## src/rtl/ysyx_22050039_inst_fetch_pkg.sv

```systemverilog
// Shared types and constants for the instruction fetch front end.
// Imported by the fetch top, its bus interface and the perf sub-module.
package ysyx_22050039_ifetch_pkg;

    // Default widths: address/pc, instruction, memory response beat.
    localparam int XLEN_DEF     = 64;
    localparam int INST_LEN_DEF = 32;
    localparam int MEM_DW_DEF   = 64;

    // Instruction presented while nothing has been fetched yet (addi x0, x0, 0).
    localparam logic [31:0] NOP_INST = 32'h0000_0013;

    // Fetch sequencer states.
    typedef enum logic [2:0] {
        S_IDLE  = 3'd0,  // no fetch wanted
        S_REQ   = 3'd1,  // request presented to memory
        S_WAIT  = 3'd2,  // request accepted, response pending
        S_DONE  = 3'd3,  // instruction offered to the core
        S_DRAIN = 3'd4   // redirected while a response is pending; discard it
    } ifetch_state_e;

    // States in which the front end is waiting on memory rather than the core.
    function automatic logic is_stall_state(input ifetch_state_e s);
        return (s == S_REQ) || (s == S_WAIT) || (s == S_DRAIN);
    endfunction

endpackage

```

## src/rtl/ysyx_22050039_inst_fetch_if.sv

```systemverilog
// Instruction memory bus: one read request channel and one response channel.
// The fetch unit is the master; the instruction memory is the slave.
interface ysyx_22050039_inst_fetch_if
    import ysyx_22050039_ifetch_pkg::*;
#(
    parameter int XLEN   = XLEN_DEF,
    parameter int MEM_DW = MEM_DW_DEF
) ();

    // Request channel
    logic              mem_req_valid;
    logic              mem_req_ready;
    logic [XLEN-1:0]   mem_req_addr;

    // Response channel (no back-pressure from the fetch unit)
    logic              mem_resp_valid;
    logic [MEM_DW-1:0] mem_resp_data;
    logic              mem_resp_err;

    modport master (
        output mem_req_valid,
        output mem_req_addr,
        input  mem_req_ready,
        input  mem_resp_valid,
        input  mem_resp_data,
        input  mem_resp_err
    );

    modport slave (
        input  mem_req_valid,
        input  mem_req_addr,
        output mem_req_ready,
        output mem_resp_valid,
        output mem_resp_data,
        output mem_resp_err
    );

endinterface

```

## src/rtl/ysyx_22050039_inst_fetch_perf.sv

```systemverilog
// Performance counters for the fetch front end: delivered instructions,
// cycles spent waiting on memory, and accepted redirects.
// Only instantiated when YSYX_22050039_IFETCH_PERF_EN is defined.
module ysyx_22050039_ifetch_perf (
    input  logic        clk,
    input  logic        rst,
    input  logic        fetch_inc,
    input  logic        stall_inc,
    input  logic        flush_inc,
    output logic [63:0] fetch_cnt,
    output logic [63:0] stall_cnt,
    output logic [63:0] flush_cnt
);

    // Free-running counters; they wrap naturally at 2^64.
    always_ff @(posedge clk) begin
        if (rst) begin
            fetch_cnt <= '0;
            stall_cnt <= '0;
            flush_cnt <= '0;
        end else begin
            if (fetch_inc) fetch_cnt <= fetch_cnt + 64'd1;
            if (stall_inc) stall_cnt <= stall_cnt + 64'd1;
            if (flush_inc) flush_cnt <= flush_cnt + 64'd1;
        end
    end

endmodule

```

## src/rtl/ysyx_22050039_inst_fetch.sv

```systemverilog
// Instruction fetch front end. Issues one doubleword read per instruction,
// picks the 32-bit half selected by pc[2], and hands it to the core with a
// valid/ready handshake. A flush redirects the fetch; a response belonging to
// an abandoned request is drained and dropped. At most one request is ever
// outstanding.
// Optional: define YSYX_22050039_IFETCH_PERF_EN to add perf_fetch, perf_stall
// and perf_flush counter outputs.
module ysyx_22050039_inst_fetch
    import ysyx_22050039_ifetch_pkg::*;
#(
    parameter int XLEN     = XLEN_DEF,
    parameter int INST_LEN = INST_LEN_DEF,
    parameter int MEM_DW   = MEM_DW_DEF     // must be 2*INST_LEN
) (
    input  logic                 clk,
    input  logic                 rst,

    // Core side
    input  logic [XLEN-1:0]      pc,
    input  logic                 pc_valid,
    input  logic                 flush,
    output logic [INST_LEN-1:0]  inst,
    output logic                 inst_valid,
    input  logic                 inst_ready,
    output logic                 inst_fault,

    // Instruction memory side
    ysyx_22050039_inst_fetch_if.master mem
`ifdef YSYX_22050039_IFETCH_PERF_EN
    ,
    output logic [63:0]          perf_fetch,
    output logic [63:0]          perf_stall,
    output logic [63:0]          perf_flush
`endif
);

    ifetch_state_e state, state_nx;

    logic half_sel;     // pc[2] of the fetch in progress: 1 = upper word
    logic latch_half;   // capture pc[2] into half_sel this cycle
    logic load_inst;    // capture the response into inst/inst_fault

    // pc[1:0] never influences the fetch; the core guarantees alignment.
    logic pc_lo_unused;
    assign pc_lo_unused = ^pc[1:0];

    // Doubleword-aligned request address follows the live pc.
    assign mem.mem_req_addr = {pc[XLEN-1:3], 3'b000};

    // The instruction is offered only while sitting in DONE.
    assign inst_valid = (state == S_DONE);

    // State register.
    // NOTE: clocked state uses non-blocking assignments so every flop samples
    // its inputs from before the edge, independent of statement order.
    always_ff @(posedge clk) begin
        if (rst) state <= S_IDLE;
        else     state <= state_nx;
    end

    // Next-state and control decode.
    // NOTE: every output of this block gets a default before the case
    // statement; a path that leaves one unassigned would infer a latch.
    always_comb begin
        state_nx          = state;
        mem.mem_req_valid = 1'b0;
        latch_half        = 1'b0;
        load_inst         = 1'b0;

        unique case (state)
            S_IDLE: begin
                if (pc_valid) begin
                    state_nx   = S_REQ;
                    latch_half = 1'b1;
                end
            end

            S_REQ: begin
                mem.mem_req_valid = 1'b1;
                // The address tracks pc until acceptance (a flush may change
                // it), so the half-select follows it cycle by cycle too. A
                // flush in the same cycle as acceptance is already carrying
                // the new address, so the request is kept.
                latch_half = 1'b1;
                if (mem.mem_req_ready) state_nx = S_WAIT;
            end

            S_WAIT: begin
                if (mem.mem_resp_valid) begin
                    if (flush) begin
                        // Response is for the old pc: drop it and refetch.
                        state_nx   = S_REQ;
                        latch_half = 1'b1;
                    end else begin
                        state_nx  = S_DONE;
                        load_inst = 1'b1;
                    end
                end else if (flush) begin
                    state_nx = S_DRAIN;
                end
            end

            S_DONE: begin
                if (inst_ready) begin
                    // Handshake completes; a concurrent flush just steers
                    // the next fetch to the redirected pc.
                    latch_half = 1'b1;
                    state_nx   = (pc_valid || flush) ? S_REQ : S_IDLE;
                end else if (flush) begin
                    latch_half = 1'b1;
                    state_nx   = S_REQ;
                end
            end

            S_DRAIN: begin
                // The stale response is discarded; only then may a new
                // request go out, keeping a single request in flight.
                if (mem.mem_resp_valid) begin
                    if (pc_valid || flush) begin
                        state_nx   = S_REQ;
                        latch_half = 1'b1;
                    end else begin
                        state_nx = S_IDLE;
                    end
                end
            end

            default: state_nx = S_IDLE;
        endcase
    end

    // Fetched instruction, fault flag and half-select registers.
    always_ff @(posedge clk) begin
        if (rst) begin
            inst       <= NOP_INST[INST_LEN-1:0];
            inst_fault <= 1'b0;
            half_sel   <= 1'b0;
        end else begin
            if (load_inst) begin
                inst       <= half_sel ? mem.mem_resp_data[2*INST_LEN-1:INST_LEN]
                                       : mem.mem_resp_data[INST_LEN-1:0];
                inst_fault <= mem.mem_resp_err;
            end
            if (latch_half) half_sel <= pc[2];
        end
    end

`ifdef YSYX_22050039_IFETCH_PERF_EN
    logic fetch_evt;
    logic stall_evt;
    logic flush_evt;

    // Events fed to the counters; a flush in IDLE has nothing to redirect.
    always_comb begin
        fetch_evt = inst_valid && inst_ready;
        stall_evt = is_stall_state(state);
        flush_evt = flush && (state != S_IDLE);
    end

    ysyx_22050039_ifetch_perf u_perf (
        .clk       (clk),
        .rst       (rst),
        .fetch_inc (fetch_evt),
        .stall_inc (stall_evt),
        .flush_inc (flush_evt),
        .fetch_cnt (perf_fetch),
        .stall_cnt (perf_stall),
        .flush_cnt (perf_flush)
    );
`endif

endmodule

```

## src/flat_wrapper.sv

```systemverilog
// flat-port wrapper written by rule: the top's interface ports become plain ports
module ysyx_22050039_inst_fetch_flat import ysyx_22050039_ifetch_pkg::*;
#(
    parameter int XLEN     = XLEN_DEF,
    parameter int INST_LEN = INST_LEN_DEF,
    parameter int MEM_DW   = MEM_DW_DEF                          
)
  (clk, rst, pc, pc_valid, flush, inst, inst_valid, inst_ready, inst_fault, mem_mem_req_valid, mem_mem_req_addr, mem_mem_req_ready, mem_mem_resp_valid, mem_mem_resp_data, mem_mem_resp_err);
  ysyx_22050039_inst_fetch_if #(.XLEN(XLEN), .MEM_DW(MEM_DW)) mem_i ();
  input  logic clk;
  input  logic rst;
  input  logic [XLEN-1:0] pc;
  input  logic pc_valid;
  input  logic flush;
  output logic [INST_LEN-1:0] inst;
  output logic inst_valid;
  input  logic inst_ready;
  output logic inst_fault;
  output wire logic [$bits(mem_i.mem_req_valid)-1:0] mem_mem_req_valid;
  output wire logic [$bits(mem_i.mem_req_addr)-1:0] mem_mem_req_addr;
  input wire logic [$bits(mem_i.mem_req_ready)-1:0] mem_mem_req_ready;
  input wire logic [$bits(mem_i.mem_resp_valid)-1:0] mem_mem_resp_valid;
  input wire logic [$bits(mem_i.mem_resp_data)-1:0] mem_mem_resp_data;
  input wire logic [$bits(mem_i.mem_resp_err)-1:0] mem_mem_resp_err;
  assign mem_mem_req_valid = mem_i.mem_req_valid;
  assign mem_mem_req_addr = mem_i.mem_req_addr;
  assign mem_i.mem_req_ready = mem_mem_req_ready;
  assign mem_i.mem_resp_valid = mem_mem_resp_valid;
  assign mem_i.mem_resp_data = mem_mem_resp_data;
  assign mem_i.mem_resp_err = mem_mem_resp_err;
  ysyx_22050039_inst_fetch #(.XLEN(XLEN), .INST_LEN(INST_LEN), .MEM_DW(MEM_DW)) u_core (.clk(clk), .rst(rst), .pc(pc), .pc_valid(pc_valid), .flush(flush), .inst(inst), .inst_valid(inst_valid), .inst_ready(inst_ready), .inst_fault(inst_fault), .mem(mem_i));
endmodule
```

## config.mk

```make
export PLATFORM = sky130hd
export DESIGN_NAME = ysyx_22050039_inst_fetch_flat
export DESIGN_NICKNAME = d
export VERILOG_FILES = /design/src/rtl/ysyx_22050039_inst_fetch_pkg.sv /design/src/rtl/ysyx_22050039_inst_fetch_if.sv /design/src/rtl/ysyx_22050039_inst_fetch_perf.sv /design/src/rtl/ysyx_22050039_inst_fetch.sv /design/src/flat_wrapper.sv
export SDC_FILE = /design/constraint.sdc
export NUM_CORES = 1
export LEC_CHECK = 0
export CORE_ASPECT_RATIO = 1.75
export CORE_MARGIN = 3
export CORE_UTILIZATION = 29
export DETAILED_ROUTE_END_ITERATION = 8
export PLACE_DENSITY = 0.88
export SYNTH_ARGS = -nofsm -noshare
export SYNTH_HDL_FRONTEND = slang
export SYNTH_SLANG_ARGS = --single-unit
```

## constraint.sdc

```tcl
create_clock -name clk -period 1.95 [get_ports clk]
set_clock_uncertainty 0.05 [all_clocks]
set_input_delay 0.2925 -clock clk [delete_from_list [all_inputs] [get_ports clk]]
set_output_delay 0.2925 -clock clk [all_outputs]
set_load 0.05 [all_outputs]
```

### Word-level counts from Yosys, hierarchy flattened

Cells that the tools add are included.

* reduce and logical (&&, ||, !) cells: 3
* equality and inequality tests: 9
* multiplexer cells: 22

Operators with widths (number)
* 32-bit 2-to-1 mux: 1
* 3-bit 2-to-1 mux: 7
* 3-bit one-hot mux with 5 select lines: 1
* 1-bit 2-to-1 mux: 11
* 3-bit by 2-bit == test with 1-bit output, second input constant: 2
* 2-bit != test, second input constant: 3
* 1-bit one-hot mux with 5 select lines: 1
* 5-bit AND reduction: 1
* 3-bit by 1-bit == test with 1-bit output, second input constant: 1
* 3-bit == test, second input constant: 1
* 3-bit zero test: 1
* 3-bit by 2-bit != test with 1-bit output, second input constant: 1
* 3-bit != test, second input constant: 1
* 2-bit 2-to-1 mux: 1
* 1-bit logical OR: 1

* flip-flop bits (word level): 37
* input bits: 136
* output and inout bits: 99
* word-level logic and storage cells: 38

### Depth between registers and ports, before layout

Gate-level depths: netlist of the first run.

* depth in word-level cells: 4
* gate-level depth with buffers: 6
* gate-level depth less buffers: 4

### Worst setup path after synthesis of the first run

OpenSTA, ideal clock, no wires.

* kind: reg2out
* start point: register u_core.state[2]
* end point: output port inst_valid
* setup slack: 0.352 ns
* path buffers: 1
* stages on the path, launching flop included: 4
* arrival time: 1.256 ns
* path through: dfxtp_1 > buf_2 > nand2b_1 > nor2_1

* word-level cells in the longest chain between the ends: 1

RTL lines
* from (decl): RTL line ysyx_22050039_inst_fetch.sv:37 `ifetch_state_e state, state_nx;`
* from (signal assigned): RTL line ysyx_22050039_inst_fetch.sv:58 `else state <= state_nx;`
* 3-bit by 2-bit == test with 1-bit output: RTL line ysyx_22050039_inst_fetch.sv:51 `assign inst_valid = (state == S_DONE);`
* to (decl): RTL line flat_wrapper.sv:16 `output logic inst_valid;`

No other way between the ends.

### Worst setup path after layout of the first run

* start point: register u_core.inst[11]
* end point: output port inst[11]

RTL lines
* from (decl): RTL line ysyx_22050039_inst_fetch.sv:22 `output logic [INST_LEN-1:0] inst,`
* from (signal assigned): RTL line ysyx_22050039_inst_fetch.sv:135 `inst <= NOP_INST[INST_LEN-1:0];`
* from (signal assigned): RTL line ysyx_22050039_inst_fetch.sv:140 `inst <= half_sel ? mem.mem_resp_data[2*INST_LEN-1:INST_LEN]`
* to (decl): RTL line flat_wrapper.sv:15 `output logic [INST_LEN-1:0] inst;`

No word-level cell between the ends.

==> out/results.ini, run 1 <==
[routing]
vias_per_cell=4.82
num_vias=1819
drcViolationCount=0
drt_wl_total_um=5960
drt_iter0_drc=47
ant_nets=0
drt_pass1_iterations=4
wl_per_cell_um=15.8

[clock_network]
root_buffer=clkbuf_16
clkLatencyLatePin_ps=270
ctsResizeCount=0
cts_buffer_depth=2
cts_max_level=2
post_cts_buffers=0
clk_pin_slew_ps=60
cts_tree=done
hold_buffers=0
numCtsBuffers=5
clock-sinks=37

[place]
place_area_mm2=0.00295
placedCellCount=369
io_buffers=107
dp_hpwl_um=4680
gp_congestion=0.690

[synthesis]
synth.area.top_cells=dfxtp_1 33%, buf_4 22%, mux2i_1 15%
synthCells=248
yosysSeqAreaShare=0.333
ys_types=26
syn-cell-area_mm2=0.00223
yosys.area.top_type=dfxtp_1
synth_top_area_frac=0.333
synth_seq_cells=37
postSynthAreaPerCell_um2=8.98
yosysWarnings=0

[final_layout]
area_delta_synth_final_pct=40.2
antennaDiodeCount=0
drive_gt1_frac=0.0722
regArea_um2=742
postLayoutCellArea_mm2=0.00312
multi_input_area_um2=915
nFillCells=702
nNetsFinal=426
fin_util=0.426
instances_no_fill=377

[grt]
grt_overflow=0
grt_start_max_net_pins=32
grt_pass1_wl_um=9200
grt_pass1_vias=1866
antenna_found_initial=0
grt_usage=0.137

[sta]
final-setup-viol-count=0
fmax_mhz=554
drv_slew=0
period_minus_slack_ps=1800
max-slew-margin-rel=0.650
fin_crit_sh=0.925
rsz0062_at_grt=no
worstMarginPinSlew_ps=523
finalHoldViolations=0
tns_ps=0

[floorplanning]
initial_utilization=0.304
io_pins=235
core_area_mm2=0.00734
dieArea_mm2=0.00881
die_x_um=72.2
die_h_um=122
placementRows=41

[worst_setup_path]
critPathKind=reg -> out
cp-end-kind=primary output
slowest_delay_ps=820
required_ps=1610
crit_path_start_kind=flip-flop
cp_num_buf_inv=1
cpMaxStageDelayCell=clkdlybuf4s50_1
worstPathCellList=clkdlybuf4s50_1
arrival_ps=1460
crit_family=buffers and inverters
crit_fanout=2

[run]
cap_violations=0

[power]
ir_drop_uv=479
p_leak_nw=1.07
pwr_density_cell_mw_per_mm2=691

[min_path]
min_path_type=reg -> reg

[run_status]
status=completed

## stage by stage
step           worst slack, ps  hold slack [ps]  total power, W
3_5_place_dp              46.8              405         0.00124
4_1_cts                    144              416         0.00220
5_1_grt                    108              444         0.00227
3_3_place_gp              77.3              398         0.00123
2_1_floorplan              352              332         0.00136
6_report                   146              412         0.00216
## Yosys cell counts
library cell / number
nor2_1: 37
a211oi_1: 29
nand2b_4: 2
a211o_1: 3
nor3b_1: 1
nand2_1: 2
buf_1: 1
dfxtp_1: 37
o32ai_1: 1
mux2i_1: 34
buf_2: 10
and2b_1: 1
o32a_1: 2
clkbuf_1: 4
nor3_4: 1
buf_6: 2
a2111oi_0: 1
o21a_1: 1
nand2b_1: 4
or3_1: 1
nand3b_1: 1
buf_4: 64
a21oi_1: 5
nor3_1: 1
inv_1: 2
conb_1: 1
## power by group
| group | total [W] | internal [W] | switching (W) |
|---|---|---|---|
| clock network | 0.000943 | 0.000639 | 0.000304 |
| logic | 0.000425 | 0.000241 | 0.000184 |
| registers | 0.000791 | 0.000774 | 0.0000171 |
## cells by family after synthesis
| group | Yosys count | synth area share |
|---|---|---|
| buffers and inverters | 83 | 0.260 |
| AND/OR/NAND/NOR | 51 | 0.112 |
| AO/OA/AOI/OAI | 42 | 0.141 |
| flip-flops | 37 | 0.333 |
| multiplexers | 34 | 0.153 |
| other | 1 | 0.00168 |
## metal layers
metal  GRT usage  part of all wire  up-vias
li1            -                 -      873
met1       0.126              0.30      814
met2       0.235              0.52       70
met3      0.0306             0.088       62
met4       0.136             0.089        0
met5           0                 0        -
## state kept, by name (all words and copies together) (netlist names)
signal / flops
u_core.state: 3
u_core.inst: 32
u_core.inst_fault: 1
u_core.half_sel: 1
## layout by cell type, fill, tap and decap left out, types with 2 or more instances in the layout
cell,synthesis,routed
buf_12,0,5
nor2_1,37,37
inv_1,2,2
nand2b_4,2,2
nand2b_1,4,4
o32a_1,2,2
a211o_1,3,3
nand2_1,2,2
clkdlybuf4s50_1,0,104
dfxtp_1,37,36
clkbuf_16,0,5
buf_4,64,5
conb_1,1,3
a21oi_1,5,5
mux2i_1,34,34
a211oi_1,29,29
## final cells by class
| cell class | count | share of cell area |
|---|---|---|
| Clock buffer | 7 | 0.0457 |
| Timing Repair Buffer | 114 | 0.377 |
| Sequential cell | 37 | 0.238 |
| Tap cell | 86 | 0.0345 |
| Clock inverter | 1 | 0.00962 |
| Inverter | 2 | 0.00240 |
| Multi-Input combinational cell | 130 | 0.293 |
## worst paths after layout
kind / depth (start not counted) / slack (ps) / start / endpoint
worst max register to register: 5 / 350 / u_core.state[1] / u_core.inst[2]
worst min-delay path: 2 / 410 / u_core.inst_fault / u_core.inst_fault
worst max-delay path: 1 / 150 / u_core.inst[11] / inst[11]
worst min register to register: 2 / 410 / u_core.inst_fault / u_core.inst_fault
Power figures use the tool's default switching activity.
==> inputs of run 2 (changes only) <==
--- a/config.mk
+++ b/config.mk
@@ -5,11 +5,10 @@
 export SDC_FILE = /design/constraint.sdc
 export NUM_CORES = 1
 export LEC_CHECK = 0
-export CORE_ASPECT_RATIO = 1.75
-export CORE_MARGIN = 3
-export CORE_UTILIZATION = 29
+export CORE_AREA = 2 2 91 93
 export DETAILED_ROUTE_END_ITERATION = 8
-export PLACE_DENSITY = 0.88
+export DIE_AREA = 0 0 93 95
+export PLACE_DENSITY = 0.86
 export SYNTH_ARGS = -nofsm -noshare
 export SYNTH_HDL_FRONTEND = slang
 export SYNTH_SLANG_ARGS = --single-unit
==> out/results.ini, run 2 (same netlist as run 1, synthesis figures left out) <==
[power]
pwr_density_cell_mw_per_mm2=618  ; -11%
total_power_w=0.00190  ; -12%
p_leak_nw=1.03  ; -3.4%
ir_drop_uv=383  ; -20%

[worst_setup_path]
cp-end-kind=primary output
critPathKind=reg -> out
cpMaxStageDelayCell=clkdlybuf4s50_1
arrival_ps=1450  ; about the same
slowest_delay_ps=810  ; about the same
worstPathCellList=clkdlybuf4s50_1
crit_path_start_kind=flip-flop
crit_family=buffers and inverters
required_ps=1610  ; about the same
cp_num_buf_inv=1  ; unchanged
crit_fanout=2  ; unchanged

[sta]
hold_slack_ps=419  ; +6.88 ps
max-slew-margin-rel=0.648  ; -0.00165
final-setup-viol-count=0  ; unchanged
tns_ps=0  ; unchanged
fmax_mhz=556  ; +0.34%
finalHoldViolations=0  ; unchanged
worstMarginPinSlew_ps=526  ; +2.46 ps
rsz0062_at_grt=no
fin_crit_sh=0.922  ; -0.00318
drv_slew=0  ; unchanged
period_minus_slack_ps=1800  ; -6.19 ps

[floorplanning]
die_h_um=95  ; -22%
core_area_mm2=0.00793  ; +8.1%
die_x_um=93  ; +29%
placementRows=33  ; -20%
dieArea_mm2=0.00884  ; +0.30%
io_pins=235  ; unchanged
initial_utilization=0.281  ; -0.0227

[final_layout]
postLayoutCellArea_mm2=0.00308  ; -1.4%
largest-register=u_core.inst
drive_gt1_frac=0.0623  ; -0.00988
final_cell_mix=105 x clkdlybuf4s50_1, 37 x nor2_1, 36 x dfxtp_1
antennaDiodeCount=0  ; unchanged
area_delta_synth_final_pct=38.2
instances_no_fill=394  ; +4.5%
largest_register_ffs=32  ; unchanged
nNetsFinal=424  ; -0.47%
mostFrequentLayoutCell=clkdlybuf4s50_1
reg_top3=u_core.inst x32, u_core.state x3

[grt]
grt_start_max_net_pins=35  ; +9.4%
grt_overflow=0  ; unchanged
grt_usage=0.116  ; -0.0205
grt_pass1_wl_um=7870  ; -14%
antenna_found_initial=0  ; unchanged
grt_pass1_vias=1696  ; -9.1%

[place]
placedCellCount=386  ; +4.6%
dp_hpwl_um=4100  ; -12%
io_buffers=107  ; unchanged
place_area_mm2=0.00296  ; +0.38%
gp_congestion=0.724  ; +4.9%

[routing]
num_vias=1732  ; -4.8%
ant_nets=0  ; unchanged
wl_per_cell_um=13.2  ; -16%
drt_iter0_drc=21  ; -55%
drt_pass1_iterations=4  ; unchanged
drt_wl_total_um=5210  ; -13%
drcViolationCount=0  ; unchanged
vias_per_cell=4.40  ; -8.9%

[clock_network]
post_cts_buffers=0  ; unchanged
root_buffer=clkbuf_8
cts_tree=done
numCtsBuffers=5  ; unchanged
clk_pin_slew_ps=80  ; +20 ps
hold_buffers=0  ; unchanged
cts_buffer_depth=2  ; unchanged
clock-sinks=37  ; unchanged
clkLatencyLatePin_ps=290  ; +20 ps
cts_max_level=2  ; unchanged
ctsResizeCount=0  ; unchanged

[run]
cap_violations=0  ; unchanged

[run_status]
status=completed

[min_path]
min_path_type=reg -> reg

-- run 2: cell types whose count changed in the layout (fill, tap and decap cells not counted) --
cell,before,now
clkbuf_16,5,0
clkbuf_8,1,6
buf_4,5,2
clkdlybuf4s50_1,104,105
-- run 2: power breakdown --
group | leakage [nW] | switching (W) | total (W) | internal (W)
sequential | 0.300 | 0.0000261 | 0.000799 | 0.000773
combinational | 0.674 | 0.000173 | 0.000410 | 0.000238
clock | 0.0585 | 0.000275 | 0.000692 | 0.000417
total | 1.03 | 0.000473 | 0.00190 | 0.00143
-- run 2: through the flow --
step | utilization | setup WS (ps)
finish | 0.388 | 153
detailed placement | 0.374 | 21.5
CTS | 0.388 | 126
global placement | 0.374 | 39.8
global route | 0.388 | 96.0
floorplan | - | 352
-- run 2: worst paths after layout --
path                          start        endpoint  slack (ps)  cells past startpoint
setup / recovery  u_core.inst_fault      inst_fault         150                      1
hold / removal       u_core.inst[4]  u_core.inst[4]         420                      1
setup reg to reg    u_core.state[1]  u_core.inst[0]         360                      3
hold reg to reg      u_core.inst[4]  u_core.inst[4]         420                      1
-- run 2: metal layers --
layer  share of wire  global-route usage
met5               0                   0
met4           0.035              0.0674
met3           0.085              0.0471
met2            0.50               0.202
met1            0.38               0.118
-- run 2: cell type report --
| type | instances | area (um2) |
|---|---|---|
| Timing Repair Buffer | 112 | 1170 |
| Tap cell | 105 | 131 |
| Multi-Input combinational cell | 130 | 915 |
| Fill cell | 795 | 4850 |
| Clock inverter | 1 | 30.0 |
| Inverter | 2 | 7.51 |
| Clock buffer | 7 | 86.3 |
| Sequential cell | 37 | 742 |
